## config.mk

```make
export PLATFORM = sky130hd
export DESIGN_NAME = ram_hs_burst_reader
export DESIGN_NICKNAME = d
export VERILOG_FILES = /design/src/rtl/ram_hs_burst_reader.sv
export SDC_FILE = /design/constraint.sdc
export NUM_CORES = 1
export LEC_CHECK = 0
export ABC_AREA = 1
export ABC_CLOCK_PERIOD_IN_PS = 11470
export BUFFER_PORTS_ARGS = -buffer_cell sky130_fd_sc_hd__buf_2
export CAP_MARGIN = 15
export CORE_MARGIN = 5
export CORE_UTILIZATION = 50
export DETAILED_ROUTE_END_ITERATION = 10
export PLACE_DENSITY_LB_ADDON = 0.1
export REMOVE_ABC_BUFFERS = 1
export SLEW_MARGIN = 20
export SYNTH_ARGS = -nofsm -noshare
export SYNTH_HDL_FRONTEND = slang
export SYNTH_SLANG_ARGS = --single-unit
```

## constraint.sdc

```tcl
create_clock -name clk -period 11.47 [get_ports clk]
set_clock_uncertainty 0.2 [all_clocks]
set_input_delay 0.5735 -clock clk [delete_from_list [all_inputs] [get_ports clk]]
set_output_delay 0.5735 -clock clk [all_outputs]
set_load 0.05 [all_outputs]
```

## src/rtl/ram_hs_burst_reader.sv

```systemverilog
// Burst read initiator for a handshake SRAM bank: issues sequential read addresses
// under a credit limit, buffers returned words and streams them out with a last flag.
module ram_hs_burst_reader #(
  parameter int SRAM_WIDTH = 128,
  parameter int ADDR_W     = 6,
  parameter int LEN_W      = 7,
  parameter int FIFO_DEPTH = 4
) (
  input  logic                  clk,
  input  logic                  rst_n,
  input  logic                  cfg_start,
  input  logic [ADDR_W-1:0]     cfg_base,
  input  logic [LEN_W-1:0]      cfg_len,
  output logic                  cfg_idle,
  output logic                  done,
  output logic                  err,
  output logic                  arvalid,
  input  logic                  arready,
  output logic [ADDR_W-1:0]     araddr,
  input  logic                  rvalid,
  output logic                  rready,
  input  logic [SRAM_WIDTH-1:0] rdata,
  output logic                  ovalid,
  input  logic                  oready,
  output logic [SRAM_WIDTH-1:0] odata,
  output logic                  olast
);

  localparam int PW = (FIFO_DEPTH > 1) ? $clog2(FIFO_DEPTH) : 1;
  localparam int CW = $clog2(FIFO_DEPTH + 1);
  localparam int SW = LEN_W + CW + 1;

  typedef enum logic [1:0] {IDLE, RUN, DRAIN} state_t;

  state_t                state, state_nxt;
  logic [LEN_W-1:0]      len_q, issued, returned, popped, inflight;
  logic [SRAM_WIDTH-1:0] buf_mem [FIFO_DEPTH];
  logic [PW-1:0]         wr_ptr, rd_ptr;
  logic [CW-1:0]         fifo_count;
  logic [SW-1:0]         occupied;
  logic                  start_acc, start_go, ar_hs, r_hs, push, pop, final_pop;

  assign start_acc = cfg_start && (state == IDLE);
  assign start_go  = start_acc && (cfg_len != '0);
  assign inflight  = issued - returned;
  // Buffered words plus outstanding reads must never exceed the buffer depth.
  assign occupied  = SW'(fifo_count) + SW'(inflight);
  assign ar_hs     = arvalid && arready;
  assign rready    = fifo_count < CW'(FIFO_DEPTH);
  assign r_hs      = rvalid && rready;
  assign push      = r_hs && (inflight != '0);
  assign ovalid    = fifo_count != '0;
  assign odata     = buf_mem[rd_ptr];
  assign pop       = ovalid && oready;
  assign olast     = ovalid && (popped == len_q - LEN_W'(1));
  assign final_pop = pop && (popped == len_q - LEN_W'(1));

  always_ff @(posedge clk or negedge rst_n) begin
    if (!rst_n) state <= IDLE;
    else        state <= state_nxt;
  end

  always_comb begin
    state_nxt = state;
    case (state)
      IDLE:    if (start_go) state_nxt = RUN;
      RUN:     if (ar_hs && (issued == len_q - LEN_W'(1))) state_nxt = DRAIN;
      DRAIN:   if (final_pop) state_nxt = IDLE;
      default: state_nxt = IDLE;
    endcase
  end

  always_comb begin
    cfg_idle = (state == IDLE);
    arvalid  = (state == RUN) && (issued < len_q) && (occupied < SW'(FIFO_DEPTH));
  end

  always_ff @(posedge clk or negedge rst_n) begin
    if (!rst_n) begin
      len_q    <= '0;
      issued   <= '0;
      returned <= '0;
      popped   <= '0;
      araddr   <= '0;
      err      <= 1'b0;
      done     <= 1'b0;
    end else begin
      done <= (start_acc && (cfg_len == '0)) || final_pop;
      if (start_go) begin
        len_q    <= cfg_len;
        issued   <= '0;
        returned <= '0;
        popped   <= '0;
        araddr   <= cfg_base;
        err      <= 1'b0;
      end else begin
        if (ar_hs) begin
          issued <= issued + LEN_W'(1);
          araddr <= araddr + ADDR_W'(1);
        end
        if (push) returned <= returned + LEN_W'(1);
        if (pop)  popped   <= popped + LEN_W'(1);
        // A returned word with nothing outstanding is dropped and flagged.
        if (r_hs && (inflight == '0)) err <= 1'b1;
      end
    end
  end

  always_ff @(posedge clk or negedge rst_n) begin
    if (!rst_n) begin
      wr_ptr     <= '0;
      rd_ptr     <= '0;
      fifo_count <= '0;
    end else begin
      if (push) wr_ptr <= (wr_ptr == PW'(FIFO_DEPTH - 1)) ? '0 : wr_ptr + PW'(1);
      if (pop)  rd_ptr <= (rd_ptr == PW'(FIFO_DEPTH - 1)) ? '0 : rd_ptr + PW'(1);
      case ({push, pop})
        2'b10:   fifo_count <= fifo_count + CW'(1);
        2'b01:   fifo_count <= fifo_count - CW'(1);
        default: fifo_count <= fifo_count;
      endcase
    end
  end

  always_ff @(posedge clk) begin
    if (push) buf_mem[wr_ptr] <= rdata;
  end

endmodule

```

; Word level (Yosys, flattened, before mapping)
; Memory sizes are Yosys's and may differ from the RTL's.
; Index checks and enable logic that the tools add are counted.
[classes]
add_sub_neg = 11
reduce_logical = 26
eq_ne = 11
order_cmp = 3
muxes = 19
[ops]
columns = cell, n
row1 = 7-bit 2-to-1 mux, 6
row2 = 7-bit by 1-bit adder with 7-bit output (second input constant), 3
row3 = 7-bit == test, 2
row4 = 7-bit zero test, 2
row5 = 7-bit nonzero test, 2
row6 = 1-bit logical AND, 13
row7 = 6-bit 2-to-1 mux, 2
row8 = 2-bit 2-to-1 mux, 5
row9 = 2-bit nonzero test, 5
row10 = 3-bit by 7-bit adder with 8-bit output, 1
row11 = 2-bit == test (second input constant), 4
row12 = 8-bit by 3-bit < comparator with 1-bit output (second input constant), 1
row13 = 7-bit < comparator, 1
row14 = 7-bit by 1-bit subtractor with 7-bit output (second input constant), 1
row15 = 7-bit subtractor, 1
row16 = 6-bit by 1-bit adder with 6-bit output (second input constant), 1
row17 = 2-bit case mux with 3 select lines, 1
row18 = 3-bit case mux with 2 select lines, 1
row19 = 2-bit by 1-bit adder with 2-bit output (second input constant), 2
row20 = 2-bit by 1-bit == test with 1-bit output (second input constant), 2
row21 = 1-bit 2-to-1 mux, 4
row22 = 2-bit != test (second input constant), 2
row23 = 3-bit by 1-bit adder with 3-bit output (second input constant), 1
row24 = 3-bit < comparator (second input constant), 1
row25 = 6 further kinds, 6
[totals]
memories = 1
output_inout_bits = 141
mem_bits_rw = 512
wordCells = 82
inputBits = 147
regBits = 45
[memory_table]
columns = memory, depth, word_bits, read_ports, rd_ports_with_merged_regs, write_ports, line
row1 = buf_mem, 4, 128, 1, 0, 1, 37  ; logic [SRAM_WIDTH-1:0] buf_mem [FIFO_DEPTH];

; Longest topological paths before layout
[depth]
depth_word = 8
mapped_depth = 19

; Worst setup path after synthesis
; Ideal clock, no wire load.
[synth_timing]
kind = register -> register
from = register issued[0]
to = memory buf_mem[0][0] (enable)
required_ns = 10.651
stages_incl_launch_ff = 15
arrival_ns = 7.244
path_buffers = 1
setup_time_ns = 0.619
synth_period_minus_slack_ns = 8.063
slack_ns = 3.407
cell_sequence = dfrtp_1 > inv_1 > ha_1 > inv_1 > fa_1 > nand3_1 > nand2_1 > nand2_1 > nand2_1 > nand3_2 > inv_1 > nand2_2 > nand2_4 > buf_6 > nor2_1
[synth_via]
elab_chain_cells = 5
[synth_lines]
columns = element, line
row1 = "start, declared", 36  ; logic [LEN_W-1:0] len_q, issued, returned, popped, inflight;
row2 = "start signal, assigned", 98  ; issued <= issued + LEN_W'(1);
row3 = 7-bit subtractor, 45  ; assign inflight = issued - returned;
row4 = 7-bit nonzero test, 51  ; assign push = r_hs && (inflight != '0);
row5 = 1-bit logical AND, 51
row6 = 1-bit 2-to-1 mux, 126  ; if (push) buf_mem[wr_ptr] <= rdata;
row7 = 1-bit 2-to-1 mux (not written as such), 126
row8 = "end, declared", 37
; Every way passes these cells.

; Worst setup path after layout
[layout_timing]
from = register rd_ptr[1]
to = output odata[108]
[layout_via]
elab_chain_cells = 1
[layout_lines]
columns = element, line
row1 = "start, declared", 38  ; logic [PW-1:0] wr_ptr, rd_ptr;
row2 = "start signal, assigned", 116  ; if (pop) rd_ptr <= (rd_ptr == PW'(FIFO_DEPTH - 1)) ? '0 : rd_ptr + PW'(1);
row3 = memory read 4 x 128 bit, n/a
row4 = "end, declared", 25  ; output logic [SRAM_WIDTH-1:0] odata,
; Every way passes these cells.

==> qor.yml <==
sta:
  worst_slack_ps: 6910
  worstMarginPinSlew_ps: 1020
  rsz0062_at_grt: "false"
  hold_violations: 0
  fin_crit_ps: 4560
  min_period_over_period_pct: 39.7
  fmax_mhz: 219
  slew_violations: 0
  maxSlewHeadroom_pct: 32.3
  fin_setup_tns_ps: 0
  holdWs_ps: 50.5
  setup_viol: 0
setup_path:
  crit_required_ps: 10700
  worstSetupEndpointType: "primary output"
  worst-setup-path-type: "reg2out"
  arrival_ps: 3780
  cpMaxStageDelayCell: "buf_4"
  cp-start-kind: "flop"
  crit_start: "rd_ptr[1]"
  timing.rr.start: "issued[0]"
  reg2reg_setup_slack_ps: 7330
  critPathMaxStageDelay_ps: 820
  worst-path-buf-inv: 3
  cp_num_cells: 5
  path_cells: "inv_4 -> buf_4 -> o21ai_0 -> o22ai_1 -> buf_2"
  crit_end: "odata[108]"
  cp_max_fo: 84
  path_delay_family: "buffers and inverters"
  r2r_cells: 14
  r2r_end: "buf_mem[1][75]"
cells_and_area:
  multiInputGateArea_mm2: 0.00495
  layout.cells.non_filler: 2736
  area_growth_pct: 23.9
  fin_util_pct: 62.2
  seqCellArea_mm2: 0.0165
  fin_nets: 2264
  nFillCells: 3446
  final_area_mm2: 0.0273
  drive_gt1_share_pct: 19.1
floorplanning:
  die_area_mm2: 0.0484
  rows: 77
  core_mm2: 0.0439
  ios: 288
  initial_core_util_pct: 50.2
  die_w_um: 220
  die_y_um: 220
drt:
  drt_iter0_markers: 1217
  routed_wl_um: 52900
  vias: 14700
  drc_errors: 0
  wire_per_inst_um: 19.3
  vias_per_cell: 5.38
  ant_nets: 0
  first_pass_iters: 7
power:
  p_per_area_mw_per_mm2: 293
  ir_drop_uv: 233
  p_leak_nw: 10.1
  power_mw: 8.01
yosys:
  synth_top_family_by_area: "compound AO/OA/AOI/OAI gates"
  yosysTopAreaCell: "edfxtp_1"
  ys_seq_area_share_pct: 74.8
  synth.most_common_cell: "edfxtp_1"
  synth_common_cells: "512 x edfxtp_1, 290 x nor2_1, 280 x o21ai_0"
  syn-instance-count: 1688
  async_reset_ff_share_pct: 8.08
  synthesis.area_mm2: 0.0221
  synthFlopType: "edfxtp_1"
  synthTopCellsByArea: "edfxtp_1 70%, o21ai_0 6.3%, dfrtp_1 5.1%"
  postSynthAreaPerCell_um2: 13.1
  synth-simple-area-share_pct: 9.25
  synth.mux.area_fraction_pct: 0
  synth_cell_types: 34
  synth-seq-cells: 557
  synth_compound_area_share_pct: 10.3
  synth_edf_count: 512
  synthAdderAreaFrac_pct: 1.66
  yosysTopAreaCellShare_pct: 69.7
  yosys_warnings: 0
  synth_xor_area_share_pct: 1.07
hold_path:
  min_path_type: "in2reg"
  holdCritStartpoint: "cfg_len[4]"
clocking:
  cts_buffer_depth: 3
  cts_sinks: 557
  h-tree-depth: 2
  root_buffer: "clkbuf_16"
  post_cts_buffers: 0
  clk_pin_slew_ps: 60
  ctsResizeCount: 0
  numCtsBuffers: 58
  cts_tree: "done"
  clock_latency_ps: 600
  cts-hold-fix-buffers: 132
job:
  cap_violations: 0
placement:
  dp_slack_ps: 7070
  portBuffers: 287
  dpl_cell_area_mm2: 0.0240
  place_inst: 2488
  dp_hpwl_um: 30100
  gp_congestion: 0.837
global_routing:
  overflow: 0
  grt_antenna_before_repair: 7
  grt_pass1_wl_um: 82000
  grt_pass1_vias: 14800
  groute.usage.overall_pct: 21.6
  grt_max_degree: 113
run_status:
  status: "completed"
## final cells by class
type | count | area share [%]
Clock inverter | 32 | 1.21
Inverter | 68 | 0.961
Sequential cell | 557 | 60.4
Tap cell | 592 | 2.71
Antenna cell | 6 | 0.0549
Clock buffer | 77 | 5.91
Timing Repair Buffer | 436 | 10.7
Multi-Input combinational cell | 968 | 18.1
## sequential cells by signal, indices dropped and copies added, names as in the netlist
signal      count
araddr          6
buf_mem       512
done            1
err             1
fifo_count      3
issued          7
len_q           7
popped          7
rd_ptr          2
returned        7
state           2
wr_ptr          2
## cells in the final DEF, fill, tap and decap left out, types with 14 or more instances in the layout
cell type and count:
ha_1 26, inv_1 65, buf_4 14, nand3_1 47, nand2_1 117, dfrtp_1 43, o21ai_0 280, a21oi_1 14
clkbuf_16 61, edfxtp_1 512, nor2_1 286, dlygate4sd3_1 132, o22ai_1 128, nand4_1 19, buf_2 287
## how the worst min path moves through the flow
stage	slack [ps]	endpoint	cells past startpoint
2_1_floorplan	80	araddr[0]	0
3_3_place_gp	300	err	2
3_5_place_dp	320	returned[5]	2
4_1_cts	20	done	3
5_1_grt	40	len_q[0]	3
6_report	50	len_q[4]	3
## worst min-delay path, delay by kind of cell
family | cells | cell delay, ps
AO/OA/AOI/OAI | 1 | 80
buffers and inverters | 2 | 140
## per-layer routing
| layer | part of all wire (%) | wire length [um] | up-vias | global-route usage, % |
|---|---|---|---|---|
| met1 | 43 | 22700 | 7236 | 29.1 |
| met3 | 5.7 | 3000 | 85 | 4.45 |
| met5 | 0.051 | 27 | - | 0 |
| met2 | 49 | 26000 | 401 | 36.2 |
| met4 | 2.3 | 1220 | 4 | 5.89 |
| li1 | - | - | 7005 | - |
## report_power, final
part           total, mW  switching [mW]  internal (mW)
Combinational       3.38            2.60          0.782
Clock               1.90           0.753           1.14
Sequential          2.73           0.180           2.55
## cell families (layout without fill, tap and decap cells)
kind of cell,after synthesis,after routing
compound gates,423,423
xor+xnor,22,22
fa+ha+maj,28,28
buf+inv,163,613
flops,557,557
other cells,0,6
simple gates,495,495
No activity file was read; power rests on OpenSTA's default activity.
